$ cat src/rtl/cmac_slcg_pkg.sv
// Shared definitions for the CMAC core second-level clock-gating enable control.
// Holds the gating FSM state encoding, default parameter values and the legal
// wake-latency window used to clamp out-of-range WAKE_LAT settings.
package cmac_slcg_pkg;

    typedef enum logic [1:0] {
        ST_RUN   = 2'd0,
        ST_HOLD  = 2'd1,
        ST_GATED = 2'd2,
        ST_WAKE  = 2'd3
    } slcg_state_t;

    localparam int SLCG_CNT_W_DEF    = 8;
    localparam int SLCG_WAKE_LAT_DEF = 2;
    localparam int SLCG_WAKE_LAT_MIN = 1;
    localparam int SLCG_WAKE_LAT_MAX = 15;

    // Force an out-of-range wake latency back into the legal window so the
    // counter load value can never underflow or exceed its intended range.
    function automatic int clamp_wake_lat(input int lat);
        if (lat < SLCG_WAKE_LAT_MIN) return SLCG_WAKE_LAT_MIN;
        if (lat > SLCG_WAKE_LAT_MAX) return SLCG_WAKE_LAT_MAX;
        return lat;
    endfunction

endpackage

$ cat src/rtl/cmac_slcg_en_ctrl_sync2.sv
// 1-bit two-flop synchroniser for asynchronous clock-override levels.
// Latency: 2 cycles. No backpressure (level signal).
// Both flops clear on synchronous active-high reset.
module cmac_sync2 (
    input  logic clk,
    input  logic rst,
    input  logic d,
    output logic q
);

    logic meta;

    // Two back-to-back flops give the first stage a full cycle to resolve.
    always_ff @(posedge clk) begin
        if (rst) begin
            meta <= 1'b0;
            q    <= 1'b0;
        end else begin
            meta <= d;
            q    <= meta;
        end
    end

endmodule

$ cat src/rtl/cmac_slcg_en_ctrl.sv
// Derives the CMAC core SLCG enables from activity with an idle hold-off and a wake handshake.
// Latency: enables are registered from next state (1 cycle); override syncs are 2 cycles.
// Backpressure: wake_ack low tells upstream (CSC) not to issue until the core clock is stable.
// Optional macro CMAC_SLCG_GATED_CNT_EN adds the 32-bit gated_cycles saturating counter.
module cmac_slcg_en_ctrl
    import cmac_slcg_pkg::*;
#(
    parameter int CNT_W    = SLCG_CNT_W_DEF,
    parameter int WAKE_LAT = SLCG_WAKE_LAT_DEF
) (
    input  logic             nvdla_core_clk,
    input  logic             nvdla_core_rst,
    input  logic             op_en,
    input  logic             in_activity,
    input  logic             out_activity,
    input  logic             wake_req,
    input  logic [CNT_W-1:0] cfg_holdoff,
    input  logic             tmc2slcg_disable_clock_gating,
    input  logic             dla_clk_ovr_on,
    input  logic             global_clk_ovr_on,
    output logic             slcg_en_src_0,
    output logic             slcg_en_src_1,
    output logic             wake_ack,
    output logic             dla_clk_ovr_on_sync,
    output logic             global_clk_ovr_on_sync
`ifdef CMAC_SLCG_GATED_CNT_EN
    ,
    output logic [31:0]      gated_cycles
`endif
);

    localparam int               WAKE_LAT_EFF  = clamp_wake_lat(WAKE_LAT);
    localparam logic [CNT_W-1:0] WAKE_CNT_INIT = CNT_W'(WAKE_LAT_EFF - 1);

    slcg_state_t      state;
    slcg_state_t      state_nxt;
    logic [CNT_W-1:0] cnt;
    logic [CNT_W-1:0] cnt_nxt;
    logic             ovr;
    logic             busy;

    cmac_sync2 u_dla_sync (
        .clk (nvdla_core_clk),
        .rst (nvdla_core_rst),
        .d   (dla_clk_ovr_on),
        .q   (dla_clk_ovr_on_sync)
    );

    cmac_sync2 u_global_sync (
        .clk (nvdla_core_clk),
        .rst (nvdla_core_rst),
        .d   (global_clk_ovr_on),
        .q   (global_clk_ovr_on_sync)
    );

    // Any override forces the clock on; in_activity counts as busy even when
    // it arrives illegally during WAKE so the clock is never gated under data.
    assign ovr  = dla_clk_ovr_on_sync | global_clk_ovr_on_sync | tmc2slcg_disable_clock_gating;
    assign busy = wake_req | in_activity | out_activity | ovr;

    // Next-state and counter update; busy always wins over an expiring hold-off.
    always_comb begin
        state_nxt = state;
        cnt_nxt   = cnt;
        case (state)
            ST_RUN: begin
                if (!busy && (cfg_holdoff != '0)) begin
                    state_nxt = ST_HOLD;
                    cnt_nxt   = cfg_holdoff - CNT_W'(1);
                end
            end
            ST_HOLD: begin
                if (busy) begin
                    state_nxt = ST_RUN;
                end else if (cnt == '0) begin
                    state_nxt = ST_GATED;
                end else begin
                    cnt_nxt = cnt - CNT_W'(1);
                end
            end
            ST_GATED: begin
                if (busy) begin
                    state_nxt = ST_WAKE;
                    cnt_nxt   = WAKE_CNT_INIT;
                end
            end
            ST_WAKE: begin
                // Fixed-length settle window; nothing may shorten it.
                if (cnt == '0) begin
                    state_nxt = ST_RUN;
                end else begin
                    cnt_nxt = cnt - CNT_W'(1);
                end
            end
            default: state_nxt = ST_RUN;
        endcase
    end

    // State register plus enables registered from the next state for a clean gate input.
    always_ff @(posedge nvdla_core_clk) begin
        if (nvdla_core_rst) begin
            state         <= ST_RUN;
            cnt           <= '0;
            slcg_en_src_0 <= 1'b0;
            slcg_en_src_1 <= 1'b1;
            wake_ack      <= 1'b1;
        end else begin
            state         <= state_nxt;
            cnt           <= cnt_nxt;
            slcg_en_src_0 <= op_en | out_activity;
            slcg_en_src_1 <= (state_nxt != ST_GATED);
            wake_ack      <= (state_nxt == ST_RUN) || (state_nxt == ST_HOLD);
        end
    end

`ifdef CMAC_SLCG_GATED_CNT_EN
    logic op_en_q;

    // Saturating count of gated cycles, restarted at each new layer (op_en rise).
    always_ff @(posedge nvdla_core_clk) begin
        if (nvdla_core_rst) begin
            op_en_q      <= 1'b0;
            gated_cycles <= '0;
        end else begin
            op_en_q <= op_en;
            if (op_en && !op_en_q) begin
                gated_cycles <= '0;
            end else if (!slcg_en_src_1 && (gated_cycles != 32'hFFFF_FFFF)) begin
                gated_cycles <= gated_cycles + 32'd1;
            end
        end
    end
`endif

endmodule
$ cat config.mk
export PLATFORM = sky130hd
export DESIGN_NAME = cmac_slcg_en_ctrl
export DESIGN_NICKNAME = d
export VERILOG_FILES = /design/src/rtl/cmac_slcg_pkg.sv /design/src/rtl/cmac_slcg_en_ctrl_sync2.sv /design/src/rtl/cmac_slcg_en_ctrl.sv
export SDC_FILE = /design/constraint.sdc
export NUM_CORES = 1
export LEC_CHECK = 0
export CAP_MARGIN = 20
export CORE_ASPECT_RATIO = 1.2
export CORE_UTILIZATION = 50
export CTS_CLUSTER_DIAMETER = 60
export DETAILED_ROUTE_END_ITERATION = 7
export DONT_BUFFER_PORTS = 1
export GPL_ROUTABILITY_DRIVEN = 0
export GPL_TIMING_DRIVEN = 0
export SLEW_MARGIN = 20
export SYNTH_ARGS = -nofsm -noshare
export SYNTH_HDL_FRONTEND = slang
export SYNTH_SLANG_ARGS = --single-unit
$ cat constraint.sdc
create_clock -name nvdla_core_clk -period 4.8 [get_ports nvdla_core_clk]
set_input_delay 0.48 -clock nvdla_core_clk [delete_from_list [all_inputs] [get_ports nvdla_core_clk]]
set_output_delay 0.48 -clock nvdla_core_clk [all_outputs]
set_load 0.01 [all_outputs]
-- Word-level counts from Yosys, hierarchy flattened
Cells that the tools add are included.
- $add $sub $neg: 2
- muxes and demuxes: 11
- bitwise gates (word level): 6
- reduce and logical (&&, ||, !) cells: 8
- equality and inequality tests: 8
- operator list (cell ; count):
    $mux W8 ; 4
    $pmux W8 S4 ; 1
    $sub A8 B1 Y8 const B ; 2
    $mux W2 ; 5
    $logic_not A8 Y1 ; 1
    $ne A2 B2 Y1 const B ; 4
    $pmux W2 S4 ; 1
    $reduce_bool A8 Y1 ; 1
    $or A1 B1 Y1 ; 6
    $eq A2 B1 Y1 const B ; 2
    $eq A2 B2 Y1 const B ; 2
    $logic_not A2 Y1 ; 2
    $reduce_and A3 Y1 ; 1
    $logic_and A1 B1 Y1 ; 1
    $logic_not A1 Y1 ; 1
    $logic_or A1 B1 Y1 ; 1
- word-level logic and storage cells: 44
- register bits after elaboration: 17
- output and inout bits: 5

-- Depth between registers and ports, before layout
Gate-level depths: netlist (run 1).
- word-level depth: 9
- mapped depth: 7
- gate-level depth less buffers: 6

-- Hierarchy
A second synthesis (run 1) with hierarchy kept.
- cells, all modules: 110
- area, all modules: 994.7 um^2
- modules (own cells, without submodules) (module ; sequential area each (um^2) ; instances ; area an instance (um^2) ; cells each):
    cmac_slcg_en_ctrl ; 260.2 ; 1 ; 889.6 ; 102
    cmac_sync2 ; 40.0 ; 2 ; 52.6 ; 4

-- Worst setup path before layout (run 1)
OpenSTA, ideal clock, no wires.
- kind: input-to-reg
- start point: in out_activity
- end point: reg cnt[1]
- arrival time: 1.934 ns
- cell stages on the path: 6
- path slack: 2.745 ns
- cell sequence: nor4_1 -> nor3b_4 -> mux2i_1 -> o21a_1 -> buf_6 -> mux2_4
- longest elaborated chain between the ends: 6
- elaborated cells between the ends (all ways): 8
- classes of those cells: eq/ne (3); bitwise (2); reduce/logical (3)
- RTL lines (element ; line ; source):
    start, declared ; cmac_slcg_en_ctrl.sv:15 ; input logic out_activity,
    $or A1 B1 Y1 (*) (2 in series) ; cmac_slcg_en_ctrl.sv:59 ; assign busy = wake_req | in_activity | out_activity | ovr;
    $logic_not A1 Y1 ; cmac_slcg_en_ctrl.sv:67 ; if (!busy && (cfg_holdoff != '0)) begin
    $logic_and A1 B1 Y1 ; cmac_slcg_en_ctrl.sv:67 ;
    $ne A2 B2 Y1 (no line) ; -- ;
    $reduce_and A3 Y1 (no line) (*) ; -- ;
    end signal, assigned ; cmac_slcg_en_ctrl.sv:109 ; cnt <= cnt_nxt;
    end, declared ; cmac_slcg_en_ctrl.sv:37 ; logic [CNT_W-1:0] cnt;
Every way passes the cells marked *; elsewhere a longest branch is shown, timed or not.
A chain may end at the register's enable or synchronous reset.

-- Worst setup path after layout (run 1)
- start point: reg state[0]
- end point: reg cnt[6]
- longest elaborated chain between the ends: 3
- elaborated cells between the ends (all ways): 9
- classes of those cells: eq/ne (6); mux (1); reduce/logical (2)
- RTL lines (element ; line ; source):
    start, declared ; cmac_slcg_en_ctrl.sv:35 ; slcg_state_t state;
    start signal, assigned ; cmac_slcg_en_ctrl.sv:108 ; state <= state_nxt;
    $eq A2 B1 Y1 (tied with other cells) ; cmac_slcg_en_ctrl.sv:65 ; case (state)
    $ne A2 B2 Y1 (no line) ; -- ;
    $reduce_and A3 Y1 (no line) ; -- ;
Parallel ways exist; a longest one is shown, timed or not.

==> results.yml, run 1 <==
floorplan:
  die_area_sq_um: 2081
  initial_core_util: 0.5588
  num_rows: 16
  core_sq_um: 1702
  io_pins: 22
  die_h_microns: 49.77
  die_x_microns: 41.81
placement:
  post-place-ws_ns: 2.538
  post-dp-hpwl_microns: 1455
  io_buffers: 0
power:
  p_per_area_nw_per_um2: 261.4
  p_leak_nw: 0.3755
  irDropWorstVdd_uv: 162.6
synth:
  synth_nets: 118
  synth_seq_area_share: 0.3579
  synth-async-reset-ratio: 0
  synth-seq-cells: 17
  ys_types: 33
  synthCells: 100
  synth-main-ff-cell: "dfxtp_1"
  avgSynthCellArea_sq_um: 9.509
  syn-cell-area_sq_um: 950.9
  synth_warnings: 0
  synth-edff-count: 0
global_route:
  grt_max_degree: 11
  grt_pass1_vias: 700
  grt_pass1_wl_microns: 3256
  antenna_found_initial: 0
  grt.total_usage: 0.2123
  grt-ovfl-total: 0
timing:
  maxSlewViolCount: 0
  finClkSkew_ns: 0.01217
  finalSetupViolCount: 0
  tns_ns: 0
  postLayoutSetupSlackWorst_ns: 2.622
  period_minus_slack_ns: 2.178
  slew_headroom: 0.6406
  worst_pin_slew_ns: 0.5390
  fmax_mhz: 459.2
  rsz0062_at_grt: "no"
  finalHoldViolations: 0
  fin_crit_sh: 0.4537
drt:
  vias_per_cell: 6.213
  antenna_left: 0
  first_iter_violations: 12
  routedWlPerCell_microns: 16.17
  dr_total_vias: 758
  wirelength_microns: 1973
  first_pass_iters: 4
  drc: 0
setup_path:
  crit_path_end_kind: "register"
  cp_data_required_time_ns: 5.04
  crit_fanout: 10
  start_kind: "register"
  path_class: "reg2reg"
  cp.arrival_ns: 2.42
finish:
  area_growth_pct: 5.263
  layout_commonest_cell: "dfxtp_1"
  mostFrequentLayoutCells: "dfxtp_1 (17), mux2i_1 (10), nand2_1 (9)"
  drive_gt1_frac: 0.1058
  nNetsFinal: 123
  diodes: 0
clock_network:
  cts_buffers: 3
  htree_num_levels: 1
  post_cts_resized: 0
  cts.sinks: 17
  cts_tree: "yes"
  cts.clk_slew.worst_paths_ns: 0.11
  clk_latency_ns: 0.32
  post_cts_buffers: 0
  cts_max_path_buffers: 2
  hold_buffers: 0
  clockRootBuffer: "clkbuf_4"
outcome:
  status: "completed"
min_path:
  hp-class: "in2reg"
flow_run:
  maxCapViolations: 0
## path summary, 6_finish.rpt
path	startpoint	end	slack, ns	cells past startpoint
setup / recovery	state[0]	cnt[6]	2.62	7
hold / removal	op_en	slcg_en_src_0	0.29	2
setup reg to reg	state[0]	cnt[6]	2.62	7
hold reg to reg	u_dla_sync.meta	u_dla_sync.q	0.45	1
## through the flow
stage / hold slack [ns] / instances / util / instance area (sq um) / power, W
2_1_floorplan: 0.4138 / 100 / - / 950.9 / 0.0001754
3_3_place_gp: 0.4208 / 118 / 0.5721 / 973.4 / 0.0001801
3_5_place_dp: 0.4266 / 118 / 0.5721 / 973.4 / 0.0001808
4_1_cts: 0.2864 / 122 / 0.5882 / 1001 / 0.0002619
5_1_grt: 0.2882 / 122 / 0.5882 / 1001 / 0.0002708
6_report: 0.2881 / 122 / 0.5882 / 1001 / 0.0002616
## logic make-up after synthesis
group	after synthesis	share of synthesized area
AOI/OAI and AO/OA	19	0.1474
xor gates and xnor gates	8	0.07369
adders and majority gates	1	0.01316
buffers and inverters	6	0.03157
DFF	17	0.3579
muxes	11	0.1211
and+or+nand+nor	38	0.2553
## synth_stat cells, drive strengths merged (3+ instances only)
cell type  count  share of area
or3            3          0.025
a21oi          3          0.016
o31ai          5          0.039
nor2           6          0.024
nand2          9          0.036
nor2b          5          0.033
xor2           3          0.028
mux2i         10           0.11
o2111ai        3          0.028
dfxtp         17           0.36
nand3          3          0.016
nand3b         3          0.024
xnor2          5          0.046
inv            3          0.012
o21ai          3          0.016
## registers in the layout (all words and copies together) (netlist names)
signal and cells:
u_dla_sync.meta 1, slcg_en_src_1 1, cnt 8, wake_ack 1, u_global_sync.meta 1, slcg_en_src_0 1, state 2, u_global_sync.q 1
u_dla_sync.q 1
## critical path: stages, from the launching register on
cell	delay, ns
dfxtp_1	0.38
buf_1	0.45
mux2i_1	0.27
ha_1	0.29
nor3b_1	0.27
mux2i_1	0.21
a21oi_1	0.05
o31ai_1	0.19
## final cells by class
cell class              count  area [sq um]
fillers                   157         700.7
multi-input cells          77         580.6
flip-flops and latches     17         340.3
clock buffers               3         22.52
well taps                  18         22.52
plain buffers               3         18.77
inverters                   3         11.26
clock inverters             1         5.005
## layer usage
metal  share of wire  up-vias  global-route usage  wire length, microns
li1                -      375                   -                     -
met3           0.054        5             0.04396                   106
met4           0.021        0              0.1129                    41
met1            0.45      359              0.2834                   881
met5               0        -                   0                     0
met2            0.48       19              0.3177                   944
## power breakdown
part / switching [W] / internal (W)
logic: 0.0000154 / 0.0000138
clock network: 0.0000530 / 0.0000312
registers: 0.00000333 / 0.000145
Power figures use the tool's default switching activity.
==> run 2: changes to the inputs <==
--- a/config.mk
+++ b/config.mk
@@ -13,6 +13,7 @@
 export DONT_BUFFER_PORTS = 1
 export GPL_ROUTABILITY_DRIVEN = 0
 export GPL_TIMING_DRIVEN = 0
+export PLACE_DENSITY = 0.68
 export SLEW_MARGIN = 20
 export SYNTH_ARGS = -nofsm -noshare
 export SYNTH_HDL_FRONTEND = slang
==> constraint.sdc (replaced) <==
create_clock -name nvdla_core_clk -period 1.8 [get_ports nvdla_core_clk]
set_input_delay 0.18 -clock nvdla_core_clk [delete_from_list [all_inputs] [get_ports nvdla_core_clk]]
set_output_delay 0.18 -clock nvdla_core_clk [all_outputs]
set_load 0.01 [all_outputs]
==> run 2 against run 1 <==
  * The flow now finishes with violations (negative setup slack)
  * Sequential power increased to 2.7 times the previous value
  * Count of clock-buffer cells in the layout is 1 higher
  * Non-clock buffer count grew 10
  * Global-route usage grew 1.2 points
  * Setup slack got worse by 2.7 ns
  * Register-to-register slack lost 2.7 ns
  * Via count grew 5.8%
  * Power rose to 2.6 times the previous value
  * Die area did not move
  * Highest routed layer unchanged
==> results.yml, run 2 (same netlist as run 1, synthesis figures left out) <==
drt:
  vias_per_cell: 6.076
  wirelength_microns: 2126
  dr_total_vias: 802
  drc: 0
  first_iter_violations: 7
  routedWlPerCell_microns: 16.11
  first_pass_iters: 4
  antenna_left: 0
clock_network:
  cts_max_path_buffers: 2
  cts_buffers: 3
  hold_buffers: 0
  cts_tree: "yes"
  cts.sinks: 17
  clockRootBuffer: "clkbuf_4"
  clk_latency_ns: 0.28
  htree_num_levels: 1
  cts.clk_slew.worst_paths_ns: 0.09
floorplan:
  num_rows: 16
  die_h_microns: 49.77
  io_pins: 22
  initial_core_util: 0.5588
  die_area_sq_um: 2081
  die_x_microns: 41.81
  core_sq_um: 1702
finish:
  fillCellCount: 132
  largest_register_ffs: 8
  fin_cells: 132
  area_growth_pct: 21.32
  diodes: 0
  drive_gt1_frac: 0.3158
  largest_register: "cnt"
  layout_commonest_cell: "dfxtp_1"
  mostFrequentLayoutCells: "dfxtp_1 (12), mux2i_1 (9), nand2_1 (9), buf_4 (9), nor2_1 (6)"
  nNetsFinal: 133
  multi_input_area_sq_um: 636.9
  register_area_sq_um: 351.6
  reg.largest.list: "cnt (8), state (2)"
  fin_area_sq_um: 1154
power:
  p_leak_nw: 0.4349
  switching_share: 0.2421
  internal-power_w: 0.0005167
  combPwrFrac: 0.135
  power_frac_clock: 0.286
  p_seq_frac: 0.578
  p_total_w: 0.0006817
  switchingPower_w: 0.0001651
  p_per_area_nw_per_um2: 591.0
  irDropWorstVdd_uv: 548.1
placement:
  io_buffers: 0
  dp.cells: 118
  place_area_sq_um: 978.4
  post-dp-hpwl_microns: 1455
timing:
  worst_pin_slew_ns: 0.4122
  maxSlewViolCount: 0
  finalHoldViolations: 0
  finalSetupViolCount: 4
  period_minus_slack_ns: 1.865
  postLayoutSetupSlackWorst_ns: -0.06485
  slew_headroom: 0.7231
  fmax_mhz: 536.2
  fin_crit_sh: 1.036
  finClkSkew_ns: 0.001396
  rsz0062_at_grt: "yes"
min_path:
  hp-class: "in2reg"
global_route:
  antenna_found_initial: 0
  grt-ovfl-total: 0
  grt.total_usage: 0.2242
  grt_max_degree: 11
  grt_pass1_wl_microns: 3519
  grt_pass1_vias: 813
setup_path:
  crit_path_end_kind: "register"
  max_stage_delay_ns: 0.36
  worstPathCellList: "nor4_2 -> nor3b_4 -> mux2i_2 -> o21a_1 -> buf_6 -> mux2_4"
  path_class: "reg2reg"
  crit_fanout: 6
  start_kind: "register"
  cp_data_required_time_ns: 1.98
  cp.arrival_ns: 2.05
  slowest_stage: "nor3b_4"
outcome:
  status: "finished with violations"
  violations: "negative setup slack"
flow_run:
  maxCapViolations: 0
-- run 2: area by class of cell --
class	instances	area share
multi-input cells	77	0.5521
flip-flops and latches	17	0.3048
repair buffers	10	0.06833
clock buffers	4	0.02278
plain buffers	3	0.02278
well taps	18	0.01952
inverters	3	0.009761
-- run 2: metrics by stage --
| step | util | TNS [ns] | setup WS [ns] | hold WS [ns] |
|---|---|---|---|---|
| finish | 0.6779 | -0.1089 | -0.06485 | 0.01302 |
| global route | 0.6779 | -0.6070 | -0.1363 | 0.003181 |
| CTS | 0.6426 | -0.1225 | -0.05226 | 0.002757 |
| detailed placement | 0.5750 | -0.9249 | -0.2607 | 0.3039 |
| global placement | 0.5750 | -0.4983 | -0.2156 | 0.2986 |
| floorplan | - | -0.06321 | -0.06321 | 0.2958 |
-- run 2: power groups by stage --
stage                     sequential, W  combinational, W  clock (W)
final                          0.000394         0.0000924   0.000195
after floorplan                0.000402         0.0000663          0
after CTS                      0.000396         0.0000869   0.000202
after global placement         0.000404         0.0000774          0
after global routing           0.000396          0.000101   0.000228
after detailed placement       0.000404         0.0000787          0
-- run 2: critical path, delay by kind of cell (launching register included) --
family | cells | cell delay (ns)
buffers and inverters | 1 | 0.13
multiplexers | 2 | 0.57
flip-flops | 1 | 0.35
AO/OA/AOI/OAI | 1 | 0.15
AND/OR/NAND/NOR | 2 | 0.57
-- run 2: final timing paths --
kind | endpoint | startpoint | depth (start not counted) | slack, ns
setup / recovery | cnt[1] | u_dla_sync.q | 6 | -0.06
setup reg to reg | cnt[1] | u_dla_sync.q | 6 | -0.06
hold reg to reg | u_global_sync.q | u_global_sync.meta | 1 | 0.45
hold / removal | slcg_en_src_0 | op_en | 2 | 0.01
-- run 2: per-layer routing --
layer / global-route usage / up-vias / part of all wire
li1: - / 392 / -
met1: 0.2648 / 381 / 0.44
met2: 0.3802 / 21 / 0.49
met3: 0.04396 / 8 / 0.040
met4: 0.1129 / 0 / 0.034
met5: 0 / - / 0
-- run 2: repair_timing --
action                     in CTS  in global routing
setup endpoints to repair      10                 11
buffers inserted                8                  2
gates resized for setup        10                 10
pin swaps                       4                  6
==> run 3: changes to the inputs <==
--- a/config.mk
+++ b/config.mk
@@ -13,7 +13,7 @@
 export DONT_BUFFER_PORTS = 1
 export GPL_ROUTABILITY_DRIVEN = 0
 export GPL_TIMING_DRIVEN = 0
-export PLACE_DENSITY = 0.68
+export PLACE_DENSITY_LB_ADDON = 0.3
 export SLEW_MARGIN = 20
 export SYNTH_ARGS = -nofsm -noshare
 export SYNTH_HDL_FRONTEND = slang
==> run 3 against run 2 <==
  * The run still ends with negative setup slack left
  * Sequential share of layout area decreased by 1.2 points
  * Die area did not move
  * Global-route usage is 1.4 points higher
  * Non-clock buffer count up 4
  * Critical endpoint is now cnt[6]
==> results.yml, run 3 (same netlist as run 1, synthesis figures left out) <==
drt:
  wirelength_microns: 2440
  antenna_left: 0
  first_pass_iters: 4
  vias_per_cell: 6.294
  drc: 0
  first_iter_violations: 13
  dr_total_vias: 856
  routedWlPerCell_microns: 17.94
timing:
  fmax_mhz: 538.8
  maxSlewViolCount: 0
  fin_crit_sh: 1.031
  slew_headroom: 0.6794
  postLayoutSetupSlackWorst_ns: -0.05609
  finalHoldViolations: 0
  period_minus_slack_ns: 1.856
  finClkSkew_ns: 0.01151
  worst_pin_slew_ns: 0.4773
  finalSetupViolCount: 3
  tns_ns: -0.09807
  rsz0062_at_grt: "yes"
global_route:
  grt-ovfl-total: 0
  grt_max_degree: 11
  met2_usage: 0.4036
  grt_pass1_wl_microns: 3732
  grt_use_met3: 0.05861
  top_usage_layer: "met2"
  antenna_found_initial: 0
  grt_pass1_vias: 836
  grt.total_usage: 0.2382
  grt_util_met1: 0.2614
placement:
  io_buffers: 0
  post-dp-hpwl_microns: 1431
clock_network:
  cts_max_path_buffers: 2
  cts_tree: "yes"
  htree_num_levels: 1
  cts.clk_slew.worst_paths_ns: 0.11
  clk_latency_ns: 0.31
  cts.sinks: 17
  cts_buffers: 3
  clockRootBuffer: "clkbuf_4"
power:
  irDropWorstVdd_uv: 528.6
  p_leak_nw: 0.4633
  p_per_area_nw_per_um2: 605.4
finish:
  final_util: 0.7007
  diodes: 0
  area_growth_pct: 25.39
  nNetsFinal: 137
  drive_gt1_frac: 0.3136
  layout_commonest_cell: "dfxtp_1"
  mostFrequentLayoutCells: "dfxtp_1 (12), nand2_1 (9), mux2i_1 (8), buf_4 (8), nor2_1 (6)"
  largest_register: "cnt"
  reg.largest.list: "cnt (8), state (2)"
  fillCellCount: 117
  largest_register_ffs: 8
floorplan:
  core_sq_um: 1702
  initial_core_util: 0.5588
  die_x_microns: 41.81
  die_area_sq_um: 2081
  die_h_microns: 49.77
  io_pins: 22
  num_rows: 16
setup_path:
  cpMostUsedCell: "mux2i_1"
  start_kind: "register"
  slowest_stage: "dfxtp_2"
  cp_data_required_time_ns: 2.04
  rr_startpoint: "state[0]"
  cp.arrival_ns: 2.09
  max_stage_delay_ns: 0.40
  path_class: "reg2reg"
  cp-startpoint: "state[0]"
  worstPathCellList: "buf_6 -> mux2i_1 -> ha_2 -> nor3b_2 -> mux2i_1 -> a21oi_1 -> o31ai_1"
  crit_path_end_kind: "register"
  crit_fanout: 10
min_path:
  hp-class: "in2reg"
  hp-start: "cfg_holdoff[0]"
outcome:
  violations: "negative setup slack"
  status: "finished with violations"
flow_run:
  maxCapViolations: 0
run 3: what timing repair did:
item	4_1_cts	5_1_grt
resized for setup	13	8
pin swaps	3	5
hold buffers	3	1
gates cloned	0	0
buffers inserted	8	2
endpoints found under the hold margin	2	1
endpoints found under the setup margin	10	11
run 3: metrics by stage:
step | cell area (sq um) | power [W] | std cells | hold slack, ns | setup slack, ns
2_1_floorplan | 955.9 | 0.0004682 | 100 | 0.2958 | -0.06321
3_3_place_gp | 978.4 | 0.0004795 | 118 | 0.3001 | -0.2038
3_5_place_dp | 978.4 | 0.0004816 | 118 | 0.3050 | -0.2720
4_1_cts | 1134 | 0.0007116 | 133 | 0.0004017 | -0.06101
5_1_grt | 1192 | 0.0007482 | 136 | 0.08587 | -0.1748
6_report | 1192 | 0.0007219 | 136 | 0.04390 | -0.05609
run 3: final timing paths:
path                endpoint  slack, ns  cells past startpoint
max                   cnt[6]      -0.06                      7
min                   cnt[0]       0.04                      3
max reg2reg           cnt[6]      -0.06                      7
min reg2reg  u_global_sync.q       0.45                      1
run 3: area by class of cell:
type	instances	area [sq um]	share of cell area
inverters	3	11.26	0.009444
multi-input cells	77	633.1	0.5310
repair buffers	14	122.6	0.1028
clock inverters	1	5.005	0.004197
flip-flops and latches	17	349.1	0.2928
well taps	18	22.52	0.01889
plain buffers	3	26.28	0.02204
clock buffers	3	22.52	0.01889
run 3: critical path, delay by kind of cell (launching register included):
family	cells	cell delay, ns
multiplexers	2	0.48
AND/OR/NAND/NOR	1	0.21
flip-flops	1	0.40
adder cells (fa/ha/maj)	1	0.26
AO/OA/AOI/OAI	2	0.25
buffers and inverters	1	0.17
run 3: report_power, final:
part	internal [W]	switching, W	leakage (nW)
combinational	0.0000555	0.0000476	0.305
sequential	0.000386	0.0000105	0.141
clock	0.0000831	0.000139	0.0177
run 3: per-layer routing:
layer  vias to the layer above  wire (microns)
li1                        402               -
met1                       426             968
met2                        22            1333
met3                         6              84
met4                         0              54
met5                         -               0
